===== config.mk =====
export PLATFORM = sky130hd
export DESIGN_NAME = mem_access_unit
export DESIGN_NICKNAME = d
export VERILOG_FILES = /design/src/rtl/mem_access_unit.sv
export SDC_FILE = /design/constraint.sdc
export NUM_CORES = 1
export LEC_CHECK = 0
export CAP_MARGIN = 20
export CORE_UTILIZATION = 49
export CTS_CLUSTER_DIAMETER = 30
export DETAILED_ROUTE_END_ITERATION = 12
export HOLD_SLACK_MARGIN = 0.12
export PLACE_DENSITY = 0.86
export SYNTH_ARGS = -nofsm -noshare
export SYNTH_HDL_FRONTEND = slang
export SYNTH_SLANG_ARGS = --single-unit

===== constraint.sdc =====
create_clock -name Clk -period 3 [get_ports Clk]
set_input_delay 0.9 -clock Clk [delete_from_list [all_inputs] [get_ports Clk]]
set_output_delay 0.9 -clock Clk [all_outputs]
set_load 0.02 [all_outputs]

===== src/rtl/mem_access_unit.sv =====
// Load/store sequencer in front of a 1K x32 data memory: extends sub-word loads,
// performs sub-word stores as read-modify-write and rejects misaligned requests.
module mem_access_unit #(
  parameter int ADDR_W = 32,
  parameter int DATA_W = 32
) (
  input  logic              Clk,
  input  logic              Rst_n,
  input  logic              Req,
  input  logic [2:0]        Op,
  input  logic [ADDR_W-1:0] Addr,
  input  logic [DATA_W-1:0] StoreData,
  output logic              Busy,
  output logic              Done,
  output logic              Misaligned,
  output logic [DATA_W-1:0] LoadData,
  output logic [ADDR_W-1:0] MemAddress,
  output logic [DATA_W-1:0] MemWriteData,
  output logic              MemWrite,
  output logic              MemRead,
  input  logic [DATA_W-1:0] MemReadData
);

  localparam logic [2:0] OP_LW  = 3'd0;
  localparam logic [2:0] OP_LH  = 3'd1;
  localparam logic [2:0] OP_LHU = 3'd2;
  localparam logic [2:0] OP_LB  = 3'd3;
  localparam logic [2:0] OP_LBU = 3'd4;
  localparam logic [2:0] OP_SW  = 3'd5;
  localparam logic [2:0] OP_SH  = 3'd6;
  localparam logic [2:0] OP_SB  = 3'd7;

  typedef enum logic [2:0] {IDLE, LOAD, RMW_RD, WSTORE, RESP} state_t;

  state_t            state;
  state_t            state_next;
  logic [2:0]        op_q;
  logic [ADDR_W-1:0] addr_q;
  logic [DATA_W-1:0] merge_q;
  logic              mis_q;
  logic [DATA_W-1:0] load_q;
  logic              accept;
  logic              req_mis;
  logic              mem_active;
  logic [4:0]        lane_sh;
  logic [DATA_W-1:0] lane_rd;
  logic [DATA_W-1:0] lane_mask;
  logic [DATA_W-1:0] load_ext;
  logic [DATA_W-1:0] merged;

  // Handshake: Req is sampled at a rising edge only while Busy=0 (IDLE); a request
  // presented while Busy=1 is dropped and must be re-presented. Completion is a
  // single-cycle Done, with Misaligned qualifying it in the same cycle.
  assign accept = (state == IDLE) && Req;

  always_comb begin
    req_mis = 1'b0;
    case (Op)
      OP_LW, OP_SW:         req_mis = (Addr[1:0] != 2'b00);
      OP_LH, OP_LHU, OP_SH: req_mis = Addr[0];
      default:              req_mis = 1'b0;
    endcase
  end

  always_ff @(posedge Clk or negedge Rst_n) begin
    if (!Rst_n) state <= IDLE;
    else        state <= state_next;
  end

  always_comb begin
    state_next = state;
    case (state)
      IDLE: begin
        if (Req) begin
          if (req_mis)                       state_next = RESP;
          else if (Op == OP_SW)              state_next = WSTORE;
          else if (Op == OP_SH || Op == OP_SB) state_next = RMW_RD;
          else                               state_next = LOAD;
        end
      end
      LOAD:    state_next = RESP;
      RMW_RD:  state_next = WSTORE;
      WSTORE:  state_next = RESP;
      RESP:    state_next = IDLE;
      default: state_next = IDLE;
    endcase
  end

  // Byte and halfword lanes are both selected by shifting the word down by Addr[1:0] bytes.
  assign lane_sh = {addr_q[1:0], 3'b000};
  assign lane_rd = MemReadData >> lane_sh;

  always_comb begin
    load_ext = MemReadData;
    case (op_q)
      OP_LH:   load_ext = {{16{lane_rd[15]}}, lane_rd[15:0]};
      OP_LHU:  load_ext = {16'h0000, lane_rd[15:0]};
      OP_LB:   load_ext = {{24{lane_rd[7]}}, lane_rd[7:0]};
      OP_LBU:  load_ext = {24'h000000, lane_rd[7:0]};
      default: load_ext = MemReadData;
    endcase
  end

  assign lane_mask = ((op_q == OP_SB) ? 32'h0000_00FF : 32'h0000_FFFF) << lane_sh;
  assign merged    = (MemReadData & ~lane_mask) | ((merge_q << lane_sh) & lane_mask);

  // merge_q first holds the raw store data, then the merged word for sub-word stores.
  always_ff @(posedge Clk or negedge Rst_n) begin
    if (!Rst_n) begin
      op_q    <= '0;
      addr_q  <= '0;
      merge_q <= '0;
      mis_q   <= 1'b0;
      load_q  <= '0;
    end else begin
      if (accept) begin
        op_q    <= Op;
        addr_q  <= Addr;
        merge_q <= StoreData;
        mis_q   <= req_mis;
      end
      if (state == LOAD)   load_q  <= load_ext;
      if (state == RMW_RD) merge_q <= merged;
    end
  end

  assign mem_active   = (state == LOAD) || (state == RMW_RD) || (state == WSTORE);
  assign Busy         = (state != IDLE);
  assign Done         = (state == RESP);
  assign Misaligned   = (state == RESP) && mis_q;
  assign LoadData     = load_q;
  assign MemAddress   = mem_active ? {addr_q[ADDR_W-1:2], 2'b00} : '0;
  assign MemRead      = (state == LOAD) || (state == RMW_RD);
  assign MemWrite     = (state == WSTORE);
  assign MemWriteData = (state == WSTORE) ? merge_q : '0;

endmodule

==> reports/results.md <==
| Quantity | Value |
|---|---|
| Run status | complete, but fails checks |
| Violations in the final reports | DRC |
| Share of total power consumed by net switching | 0.438 |
| First-pass GRT wire length | 28.3 mm |
| Sequential element share of the synthesized area | 0.449 |
| Clock Power Share | 0.153 |
| Ys async rst share | 1.00 |
| Area of all placed cells without fillers | 0.00834 mm2 |
| Pins Over Slew Limit | 0 |
| Number of buffers inserted for hold repair after clock tree synthesis | 0 |
| Later-pin clock latency in the skew report | 0.35 ns |
| Leading post-synthesis cells by instance count | nand2_1, dfrtp_1, and2_1 |
| Pre-CTS setup slack | -0.0439 ns |
| Comb power frac | 0.548 |
| Hold/Removal Path Class | flip-flop to flip-flop |
| CTS tree | built |
| Half-perimeter wire length after placement | 13.5 mm |
| Routed Wire Length | 18.9 mm |
| DIE WIDTH | 110 um |
| Post-route fraction of the period consumed by the critical path | 0.989 |
| Sink count of the clock tree | 103 |
| Cell Rows | 39 |
| Routed vias | 5,542 |
| Synthesized area | 0.00574 mm2 |
| Via count of the first global-routing pass | 5,511 |
| Reg clk slew, reported paths | 0.07 ns |
| Final-layout fill cell count | 852 |
| Global Route met1 Usage | 0.376 |
| Number of ports placed on the die boundary | 203 |
| Tightest Pin Transition | 1.06 ns |
| Clk root buf | clkbuf_16 |
| Placed Instance Area | 0.00781 mm2 |
| Max-capacitance violation count | 0 |
| Internal power component | 5.06 mW |
| Largest cells by area after synthesis | dfrtp_1, nand2_1, and2_1 |
| Number of antenna violations at the first check in global routing | 0 |
| CTS buffer count | 9 |
| GR met2 Demand/Resource | 0.516 |
| Total track usage | 0.315 |
| Global routing's busiest layer | met2 |
| Synth-to-layout area growth | 45.3% |
| Buffer depth of the longest clock path | 2 |
| 1st-iter DRT viols | 343 |
| Post-DR wirelength/cell | 19.5 um |
| Drt drc | 2 |
| Clock period minus final worst setup slack | 2.97 ns |
| Count of mapped cells out of synthesis | 632 |
| Leakage | 4.60 nW |
| Data arrival time at the worst-slack endpoint | 2.07 ns |
| RSZ-0062 raised after global routing | false |
| Fraction of synthesized cell area taken by the top area cell type | 0.449 |
| Count of endpoints failing hold in the final timing report | 0 |
| Relative max-transition margin | 0.294 |
| Critical-path maximum fanout | 15 |
| Worst ir drop on vdd | 0.659 mV |
| Post-layout util | 0.731 |
| Number of antenna cells inserted | 0 |
| Most repeated cell in the gate-level netlist after synthesis | nand2_1 |
| Overall power | 9.00 mW |
| Peak Freq | 337 MHz |
| Vertical extent of the die | 110 um |
| Total die area | 0.0122 mm2 |
| Power per unit of standard cell area | 1080 mW/mm2 |
| Core Footprint | 0.0114 mm2 |
| Count of cell types in the netlist | 51 |
| EDFF count, synth | 0 |
| CTS H-tree depth | 3 |
| Worst Skew | 0.00483 ns |
| Final RePlAce weighted congestion | 0.899 |
| Sequential share of power | 0.300 |
| Count of buffers from port buffering | 200 |
| Count of nets after finishing | 923 |
| Switching power | 3.94 mW |
| Met3 global-route usage | 0.0782 |
| Slack of the critical path | 0.0323 ns |
| Largest net degree at the start of global routing | 45 |
| Number of antenna-violating nets in the routed design | 0 |
| Number of synthesis warnings | 0 |
| Kind of critical path | flip-flop to output pin |
| Avg Synthesized Cell Area | 9.09 um2 |
| Count of state elements after synthesis | 103 |
| Required time of the worst setup path | 2.10 ns |
| Kind of capture point of the worst setup path | output pin |
| Routed vias/inst | 5.72 |
| Initial standard-cell utilization of the core | 0.503 |
| Aggregate global routing overflow | 0 |
| Endpoints failing setup | 0 |
| Cell accounting for the most synthesized area | dfrtp_1 |
| Kind of launch point of the worst setup path | flip-flop |
| Share of cells above drive strength 1 | 0.0932 |
| Total iterations of the first detailed-routing run | 9 |
| Main flop type after synthesis | dfrtp_1 |
[cells by family after synthesis]
family	after synthesis	share of synthesized area
flops	103	0.449
simple gates	291	0.235
mux	48	0.0861
compound gates	131	0.168
buf+inv	54	0.0540
xor+xnor	4	0.00741
other cells	1	0.000653
[worst paths after layout]
check,start,to,slack (ns),cells after the start
setup / recovery,state[1],MemAddress[14],0.03,6
hold / removal,addr_q[13],addr_q[13],0.47,2
setup reg to reg,state[2],LoadData[17],0.55,4
hold reg to reg,addr_q[13],addr_q[13],0.47,2
max in group asynchronous,Rst_n,LoadData[19],1.76,2
min in group asynchronous,Rst_n,async pin,0.53,1
[worst max-delay path: stages, from the launching register on]
cell and delay [ns]:
dfrtp_2 0.36, buf_4 0.17, nor2_2 0.07, nor2_2 0.19
buf_6 0.19, and2_1 0.14, clkdlybuf4s50_1 0.60
[layout make-up]
type                    count  area [um2]  share of cell area
clock inverters             5         104              0.0124
flip-flops and latches    103        2580               0.309
multi-input cells         476        2880               0.345
inverters                   9        33.8             0.00405
repair buffers            222        2330               0.279
well taps                 143         179              0.0214
clock buffers              11         243              0.0291
[power by group through the flow]
| stage | Combinational (mW) | Sequential, mW | Clock, mW |
|---|---|---|---|
| finish | 4.93 | 2.70 | 1.37 |
| global route | 5.35 | 2.77 | 1.43 |
| CTS | 4.94 | 2.68 | 1.38 |
| detailed placement | 4.86 | 2.70 | 0 |
| global placement | 4.71 | 2.67 | 0 |
| floorplan | 3.16 | 2.66 | 0 |
[per-stage QoR]
stage / cells / hold slack (ns) / TNS, ns
after floorplan: 633 / 0.437 / 0
after CTS: 968 / 0.472 / 0
after global routing: 969 / 0.497 / 0
after global placement: 950 / 0.449 / 0
final: 969 / 0.468 / 0
after detailed placement: 950 / 0.455 / -0.0594
[per-layer routing]
metal	share of wire	routed length (um)
met5	0	0
met3	0.10	1980
met2	0.48	9050
met4	0.048	901
met1	0.37	7000
[timing repair]
| item | 4_1_cts | 5_1_grt |
|---|---|---|
| resized for setup | 8 | 60 |
| gates cloned | 1 | 1 |
| pin swaps | 0 | 1 |
| buffers inserted | 1 | 0 |
| hold endpoints to repair | 0 | 0 |
| setup endpoints to repair | 63 | 60 |
[layout by cell type, fill, tap and decap left out, types with 4 or more instances in the layout]
master,netlist,routed
nand2_1,143,143
clkdlybuf4s50_1,0,140
dfrtp_1,103,101
and2_1,63,63
dlymetal6s2s_1,0,57
nor2_1,51,49
mux2i_1,39,39
o21ai_0,28,28
a22oi_1,25,25
buf_4,5,18
o22ai_1,15,15
a21oi_2,10,10
a211oi_1,10,10
a21oi_1,9,9
clkbuf_16,0,9
inv_1,8,8
mux2_2,8,8
a221oi_1,7,7
a2bb2oi_1,7,7
nor3_1,7,7
nand3b_1,6,6
nand3_1,5,5
nand2b_1,5,5
o21a_1,4,4
No activity file was read; power rests on OpenSTA's default activity.
